--- src/rtl/sub_seq_ctrl_if.sv ---
// Handshake/result bundle for the nibble-serial subtractor.
// start is taken on a clock edge whenever busy is low; done pulses for one cycle with d/bout/zero valid.
interface sub_seq_ctrl_if #(
  parameter int N_NIB = 4
);
  localparam int W = 4 * N_NIB;

  logic         start;
  logic [W-1:0] a;
  logic [W-1:0] b;
  logic         bin;
  logic         busy;
  logic         done;
  logic [W-1:0] d;
  logic         bout;
  logic         zero;
  logic [1:0]   dbg_state;

  modport master (
    output start, a, b, bin,
    input  busy, done, d, bout, zero, dbg_state
  );

  modport slave (
    input  start, a, b, bin,
    output busy, done, d, bout, zero, dbg_state
  );
endinterface

--- src/rtl/sub_seq_ctrl.sv ---
// Nibble-serial subtractor: one shared 4-bit borrow slice walks LSB to MSB,
// producing d = a - b - bin (mod 2^W), the final borrow and a zero flag.
module sub_seq_ctrl #(
  parameter int N_NIB = 4
) (
  input  logic           clk,
  input  logic           rst,
  sub_seq_ctrl_if.slave  bus
);
  localparam int W     = 4 * N_NIB;
  localparam int IDX_W = $clog2(N_NIB);

  typedef enum logic [1:0] {
    IDLE = 2'd0,
    RUN  = 2'd1,
    DONE = 2'd2
  } state_e;

  state_e           state_q, state_d;
  logic [IDX_W-1:0] idx_q, idx_d;
  logic             borrow_q, borrow_d;
  logic [W-1:0]     a_q, a_d;
  logic [W-1:0]     b_q, b_d;
  logic [W-1:0]     diff_q, diff_d;
  logic             bout_q, bout_d;
  logic             zero_q, zero_d;

  logic [3:0]       a_nib;
  logic [3:0]       b_nib;
  logic [4:0]       slice;

  always_comb begin
    state_d  = state_q;
    idx_d    = idx_q;
    borrow_d = borrow_q;
    a_d      = a_q;
    b_d      = b_q;
    diff_d   = diff_q;
    bout_d   = bout_q;
    zero_d   = zero_q;
    a_nib    = 4'h0;
    b_nib    = 4'h0;

    for (int i = 0; i < N_NIB; i++) begin
      if (idx_q == IDX_W'(i)) begin
        a_nib = a_q[i*4 +: 4];
        b_nib = b_q[i*4 +: 4];
      end
    end
    // Bit 4 of the 5-bit difference is the borrow out of this nibble.
    slice = {1'b0, a_nib} - {1'b0, b_nib} - {4'b0000, borrow_q};

    case (state_q)
      IDLE, DONE: begin
        if (bus.start) begin
          a_d      = bus.a;
          b_d      = bus.b;
          borrow_d = bus.bin;
          idx_d    = '0;
          state_d  = RUN;
        end else begin
          state_d  = IDLE;
        end
      end
      RUN: begin
        for (int i = 0; i < N_NIB; i++) begin
          if (idx_q == IDX_W'(i)) diff_d[i*4 +: 4] = slice[3:0];
        end
        borrow_d = slice[4];
        if (idx_q == IDX_W'(N_NIB - 1)) begin
          bout_d  = slice[4];
          zero_d  = (diff_d == '0);
          idx_d   = '0;
          state_d = DONE;
        end else begin
          idx_d   = idx_q + IDX_W'(1);
        end
      end
      default: state_d = IDLE;
    endcase
  end

  always_ff @(posedge clk or posedge rst) begin
    if (rst) begin
      state_q  <= IDLE;
      idx_q    <= '0;
      borrow_q <= 1'b0;
      a_q      <= '0;
      b_q      <= '0;
      diff_q   <= '0;
      bout_q   <= 1'b0;
      zero_q   <= 1'b0;
    end else begin
      state_q  <= state_d;
      idx_q    <= idx_d;
      borrow_q <= borrow_d;
      a_q      <= a_d;
      b_q      <= b_d;
      diff_q   <= diff_d;
      bout_q   <= bout_d;
      zero_q   <= zero_d;
    end
  end

  assign bus.busy      = (state_q == RUN);
  assign bus.done      = (state_q == DONE);
  assign bus.d         = diff_q;
  assign bus.bout      = bout_q;
  assign bus.zero      = zero_q;
  assign bus.dbg_state = state_q;
endmodule

--- src/flat_wrapper.sv ---
// flat-port wrapper written by rule: the top's interface ports become plain ports
module sub_seq_ctrl_flat 
#(
  parameter int N_NIB = 4
)
  (clk, rst, bus_start, bus_a, bus_b, bus_bin, bus_busy, bus_done, bus_d, bus_bout, bus_zero, bus_dbg_state);
  sub_seq_ctrl_if #(.N_NIB(N_NIB)) bus_i ();
  input  logic clk;
  input  logic rst;
  input wire logic [$bits(bus_i.start)-1:0] bus_start;
  input wire logic [$bits(bus_i.a)-1:0] bus_a;
  input wire logic [$bits(bus_i.b)-1:0] bus_b;
  input wire logic [$bits(bus_i.bin)-1:0] bus_bin;
  output wire logic [$bits(bus_i.busy)-1:0] bus_busy;
  output wire logic [$bits(bus_i.done)-1:0] bus_done;
  output wire logic [$bits(bus_i.d)-1:0] bus_d;
  output wire logic [$bits(bus_i.bout)-1:0] bus_bout;
  output wire logic [$bits(bus_i.zero)-1:0] bus_zero;
  output wire logic [$bits(bus_i.dbg_state)-1:0] bus_dbg_state;
  assign bus_i.start = bus_start;
  assign bus_i.a = bus_a;
  assign bus_i.b = bus_b;
  assign bus_i.bin = bus_bin;
  assign bus_busy = bus_i.busy;
  assign bus_done = bus_i.done;
  assign bus_d = bus_i.d;
  assign bus_bout = bus_i.bout;
  assign bus_zero = bus_i.zero;
  assign bus_dbg_state = bus_i.dbg_state;
  sub_seq_ctrl #(.N_NIB(N_NIB)) u_core (.clk(clk), .rst(rst), .bus(bus_i));
endmodule
--- config.mk ---
export PLATFORM = sky130hd
export DESIGN_NAME = sub_seq_ctrl_flat
export DESIGN_NICKNAME = d
export VERILOG_FILES = /design/src/rtl/sub_seq_ctrl_if.sv /design/src/rtl/sub_seq_ctrl.sv /design/src/flat_wrapper.sv
export SDC_FILE = /design/constraint.sdc
export NUM_CORES = 1
export LEC_CHECK = 0
export CORE_MARGIN = 5
export CORE_UTILIZATION = 50
export DETAILED_ROUTE_END_ITERATION = 8
export PLACE_DENSITY_LB_ADDON = 0.05
export SKIP_LAST_GASP = 1
export SYNTH_ARGS = -nofsm -noshare
export SYNTH_HDL_FRONTEND = slang
export SYNTH_SLANG_ARGS = --single-unit
--- constraint.sdc ---
create_clock -name clk -period 4.3 [get_ports clk]
set_input_delay 0.86 -clock clk [delete_from_list [all_inputs] [get_ports clk]]
set_output_delay 0.86 -clock clk [all_outputs]
set_load 0.01 [all_outputs]
After elaboration in Yosys (flattened, before gate mapping). Index checks and enable logic that the tools add are counted.

Memories kept: 0. ROM bits: 0. Bits in latches: 0. Input port bits: 36. Register bits: 55. Word-level logic and storage cells: 50. Output and inout bits: 22. RAM bits: 0.

Divide/modulo/power cells: 0. Multiplexer cells: 24. Reduce and logical (&&, ||, !) cells: 8. Shift-type cells: 0. $lt $le $gt $ge: 0. Eq/ne operators: 7. Add/subtract/negate cells: 3. Multiply operators: 0. Bitwise operators: 0.

Operator list (number): 2-to-1 mux 4 bit (16); zero test 16 bit (1); case mux 2 bit (2 select lines) (2); equality test 2 bit, second input constant (3); 2-to-1 mux 2 bit (3); AND reduction 2 bit (3); subtractor 4 x 4 -> 5 bit (1); subtractor 5 x 1 -> 5 bit (1); equality test 2 x 1 -> 1 bit, second input constant (2); zero test 2 bit (2); adder 2 x 1 -> 2 bit, second input constant (1); 2-to-1 mux 1 bit (2); != test 2 x 1 -> 1 bit, second input constant (1); != test 2 bit, second input constant (1); case mux 1 bit (2 select lines) (1); nonzero test 2 bit (1); OR reduction 2 bit (1).

Longest topological paths before layout.
Depth after elaboration: 10. Depth in mapped cells: 17. Depth with buffers taken out: 15.

Worst setup path before layout. Ideal clock, no wire load.

Kind: flip-flop to flip-flop. From: reg u_core.idx_q[0]. To: reg u_core.zero_q (netlist: u_core.bus.zero). Required time: 4.196 ns. Arrival: 3.129 ns. Stages on the path, launching flop included: 11. Path slack: 1.067 ns. Path buffers: 2. Setup time: 0.104 ns. Path through: dfrtp_1 ha_1 clkbuf_1 buf_1 o21ai_0 fa_1 fa_1 o221ai_1 nor4_1 nand3_1 o41ai_2.

Cells in the longest elaborated chain, start to end: 10. Elaborated cells between the ends (all ways): 24. Classes of those cells: add/sub (2); eq/ne (3); mux (16); reduce/logical (3).

Ends and longest elaborated chain: start, declared (RTL line sub_seq_ctrl.sv:20) `logic [IDX_W-1:0] idx_q, idx_d;`; start signal, assigned (RTL line sub_seq_ctrl.sv:95) `idx_q <= idx_d;`; zero test 2 bit (RTL line sub_seq_ctrl.sv:45, sub_seq_ctrl.sv:67); 2-to-1 mux 4 bit (4 in a row) (RTL line sub_seq_ctrl.sv:45) `if (idx_q == IDX_W'(i)) begin`; subtractor 4 x 4 -> 5 bit (RTL line sub_seq_ctrl.sv:51) `slice = {1'b0, a_nib} - {1'b0, b_nib} - {4'b0000, borrow_q};`; subtractor 5 x 1 -> 5 bit (RTL line sub_seq_ctrl.sv:51); 2-to-1 mux 4 bit (RTL line sub_seq_ctrl.sv:67) `if (idx_q == IDX_W'(i)) diff_d[i*4 +: 4] = slice[3:0];`; 2-to-1 mux 4 bit (RTL line sub_seq_ctrl.sv:53) `case (state_q)`; zero test 16 bit (RTL line sub_seq_ctrl.sv:72) `zero_d = (diff_d == '0);`; end signal, assigned (RTL line sub_seq_ctrl.sv:101) `zero_q <= zero_d;`; end, declared (RTL line sub_seq_ctrl.sv:26) `logic zero_q, zero_d;`.

Several ways; a longest one is shown, not always the timed one. The select of a mux whose other input is x is not followed. A chain may end at the register's enable or synchronous reset.

Worst setup path after layout.
From: reg u_core.idx_q[1]. To: reg u_core.zero_q (netlist: u_core.bus.zero).

Same word-level chain as after synthesis.

==> impl_metrics.py <==
metrics = {
    "run_status": {
        "status": "completed",
    },
    "die": {
        "row_count": 26,
        "dieArea_mm2": 0.00693,
        "die_w_um": 83.2,
        "num_io_pins": 58,
        "fp.coreArea_mm2": 0.00517,
        "die_height_um": 83.2,
        "start_util_pct": 51.8,
    },
    "clock_tree": {
        "cts_hold_buffers": 0,
        "cts_buffers": 5,
        "cts_setup_buffers": 0,
        "clock_path_buffers": 2,
        "cts_tree": "done",
        "cts.clk_slew.worst_paths_ps": 90,
        "worstSkewPairLatency_ps": 310,
        "h-tree-depth": 2,
        "cts.repair.resized": 0,
        "cts.sinks": 55,
        "root_buffer": "clkbuf_8",
    },
    "pwr": {
        "p_total_mw": 3.24,
        "peakVddDrop_mv": 0.419,
        "p_leak_nw": 1.44,
        "power_density_mw_per_mm2": 945,
    },
    "detailed_routing": {
        "wirelength_um": 5390,
        "vias": 1991,
        "first_pass_iters": 4,
        "routedWlPerCell_um": 14.3,
        "antenna_left": 0,
        "drc": 0,
        "via_per_inst": 5.28,
        "drt_iter0_drc": 72,
    },
    "global_routing": {
        "grt_antenna_before_repair": 0,
        "grt_max_degree": 38,
        "grt_pass1_wl_um": 9270,
        "grt.total_usage_pct": 16.4,
        "grt_overflow": 0,
        "grt_pass1_vias": 1969,
    },
    "synthesis": {
        "synthTopCellsByArea": "dfrtp_1, mux2_2, nand2_1",
        "syn_inst": 251,
        "synth_top_cell_by_area": "dfrtp_1",
        "yosysTopAreaCellShare_pct": 51.3,
        "synth_fp_nets": 297,
        "synthArstFlopShare_pct": 100,
        "yosysUniqueCellTypes": 38,
        "ys.warnings.count": 0,
        "synth_edf_count": 0,
        "synth_seq_cells": 55,
        "syn_avg_cell_area_um2": 10.7,
        "seq_area_frac_synth_pct": 51.3,
        "syn_area_mm2": 0.00268,
        "synth-main-ff-cell": "dfrtp_1",
    },
    "sta": {
        "tightest_slew_ps": 716,
        "drv_slew": 0,
        "relSlewSlack_pct": 52.3,
        "max_freq_ghz": 0.275,
        "finClkSkew_ps": 5.65,
        "fin_crit_sh_pct": 84.6,
        "finalSetupViolCount": 0,
        "setup_tns_ps": 0,
        "rsz0062_at_grt": "false",
        "period_needed_ps": 3640,
        "finalHoldViolCount": 0,
    },
    "critical_path": {
        "crit_chain": "inv_1, ha_1, nand3b_1, a21oi_1, a21oi_1, o21ai_0, fa_1, fa_1, o221ai_1, nor4_1, nand3_1, o41ai_2",
        "r2r_start": "u_core.idx_q[1]",
        "r2r_slack_ps": 660,
        "worstPathArrival_ps": 3850,
        "slowest_stage": "fa_1",
        "slowest_delay_ps": 650,
        "crit_end": "u_core.bus.zero",
        "rr_worst_depth": 12,
        "cp_max_fo": 22,
        "cp-start-kind": "flip-flop",
        "cp-end-kind": "flip-flop",
        "cp.required_ps": 4510,
        "cp-startpoint": "u_core.idx_q[1]",
        "r2r_end": "u_core.bus.zero",
        "crit_type": "reg2reg",
    },
    "placed_design": {
        "place.gp.congestion": 0.838,
        "placed_area_mm2": 0.00331,
        "port-buffer-count": 57,
        "dpl.hpwl_um": 4090,
    },
    "hold_path": {
        "hold_depth": 2,
        "min_from": "u_core.bus.bout",
        "min_path_type": "reg2reg",
    },
    "finish": {
        "fin_area_mm2": 0.00343,
        "nets": 352,
        "syn_to_final_growth_pct": 27.8,
        "drive_gt1_share_pct": 16.0,
        "n_antenna_cell": 0,
    },
    "run": {
        "drv_cap": 0,
    },
}
==> cell usage in the layout, fill, tap and decap left out, types with 4 or more instances in the layout <==
cell type	count
mux2_2	31
dfrtp_1	55
nand3_1	4
nand2_1	35
o21ai_1	5
clkdlybuf4s50_1	57
inv_1	9
a21oi_1	24
clkbuf_8	6
ha_1	8
nand3b_1	8
o21ai_0	18
nor2_1	9
==> stage by stage <==
step | hold WS [ps] | instances | util [%] | setup WS (ps)
after global placement | 463 | 369 | 64.0 | 799
after floorplan | 481 | 251 | - | 1070
after detailed placement | 471 | 369 | 64.0 | 694
after global routing | 529 | 377 | 66.2 | 269
after CTS | 492 | 377 | 66.2 | 652
final | 486 | 377 | 66.2 | 663
==> Yosys cell counts (2+ instances only) <==
library cell / number
ha_1: 8
nor4_1: 3
o21ai_0: 18
o31ai_1: 2
nor2_1: 9
nor3_1: 3
a21oi_1: 24
nand3b_1: 8
clkbuf_1: 2
fa_1: 2
nand3_1: 4
nand2_1: 35
inv_1: 10
dfrtp_1: 55
buf_2: 9
o21ai_1: 5
nor2b_1: 3
mux2_2: 31
==> worst max-delay path: cells and delay by family, from the launching register on <==
| family | cells | cell delay, ps |
|---|---|---|
| buffers and inverters | 1 | 90 |
| AO/OA/AOI/OAI | 5 | 750 |
| adder cells (fa/ha/maj) | 3 | 1700 |
| AND/OR/NAND/NOR | 3 | 570 |
| flip-flops | 1 | 420 |
==> cells by family (layout without fill, tap and decap cells) <==
kind of cell,Yosys count,count (layout),share of synthesized area [%]
DFF,55,55,51.3
buffers and inverters,23,79,3.83
adders and majority gates,10,10,5.23
AOI/OAI and AO/OA,60,60,12.9
muxes,31,31,13.0
xor gates and xnor gates,2,2,0.933
and+or+nand+nor,70,70,12.7
==> worst min path at each step <==
stage	endpoint	slack, ps
detailed placement	u_core.bus.bout	470
floorplan	u_core.b_q[12]	480
CTS	u_core.bus.bout	490
global route	u_core.bus.bout	530
finish	u_core.bus.bout	490
global placement	u_core.bus.bout	460
==> per-layer routing <==
layer  global-route usage (%)  up-vias  wire length (µm)
met4                     7.28        0               107
met1                     20.4      948              2430
li1                         -      984                 -
met5                        0        -                 0
met2                     27.4       50              2570
met3                     3.37        9               279
==> area by class of cell <==
cell class              instances  area (µm²)
fillers                       428        1750
flip-flops and latches         55        1380
multi-input cells             173        1200
repair buffers                 60         593
well taps                      70        87.6
clock buffers                   6        82.6
inverters                      11        46.3
clock inverters                 2        35.0
==> flip-flops by register name (all words and copies together) (netlist names) <==
signal and flops:
u_core.bus.zero 1, u_core.bus.d 16, u_core.idx_q 2, u_core.b_q 16
u_core.bus.bout 1, u_core.borrow_q 1, u_core.a_q 16, u_core.bus.dbg_state 2
==> power breakdown <==
group / total [mW] / internal, mW / leakage [nW] / switching (mW)
Clock: 0.350 / 0.188 / 0.0612 / 0.162
Sequential: 0.963 / 0.782 / 0.659 / 0.181
Combinational: 1.93 / 0.884 / 0.721 / 1.04
Total: 3.24 / 1.85 / 1.44 / 1.38
No activity file was read; power rests on OpenSTA's default activity.
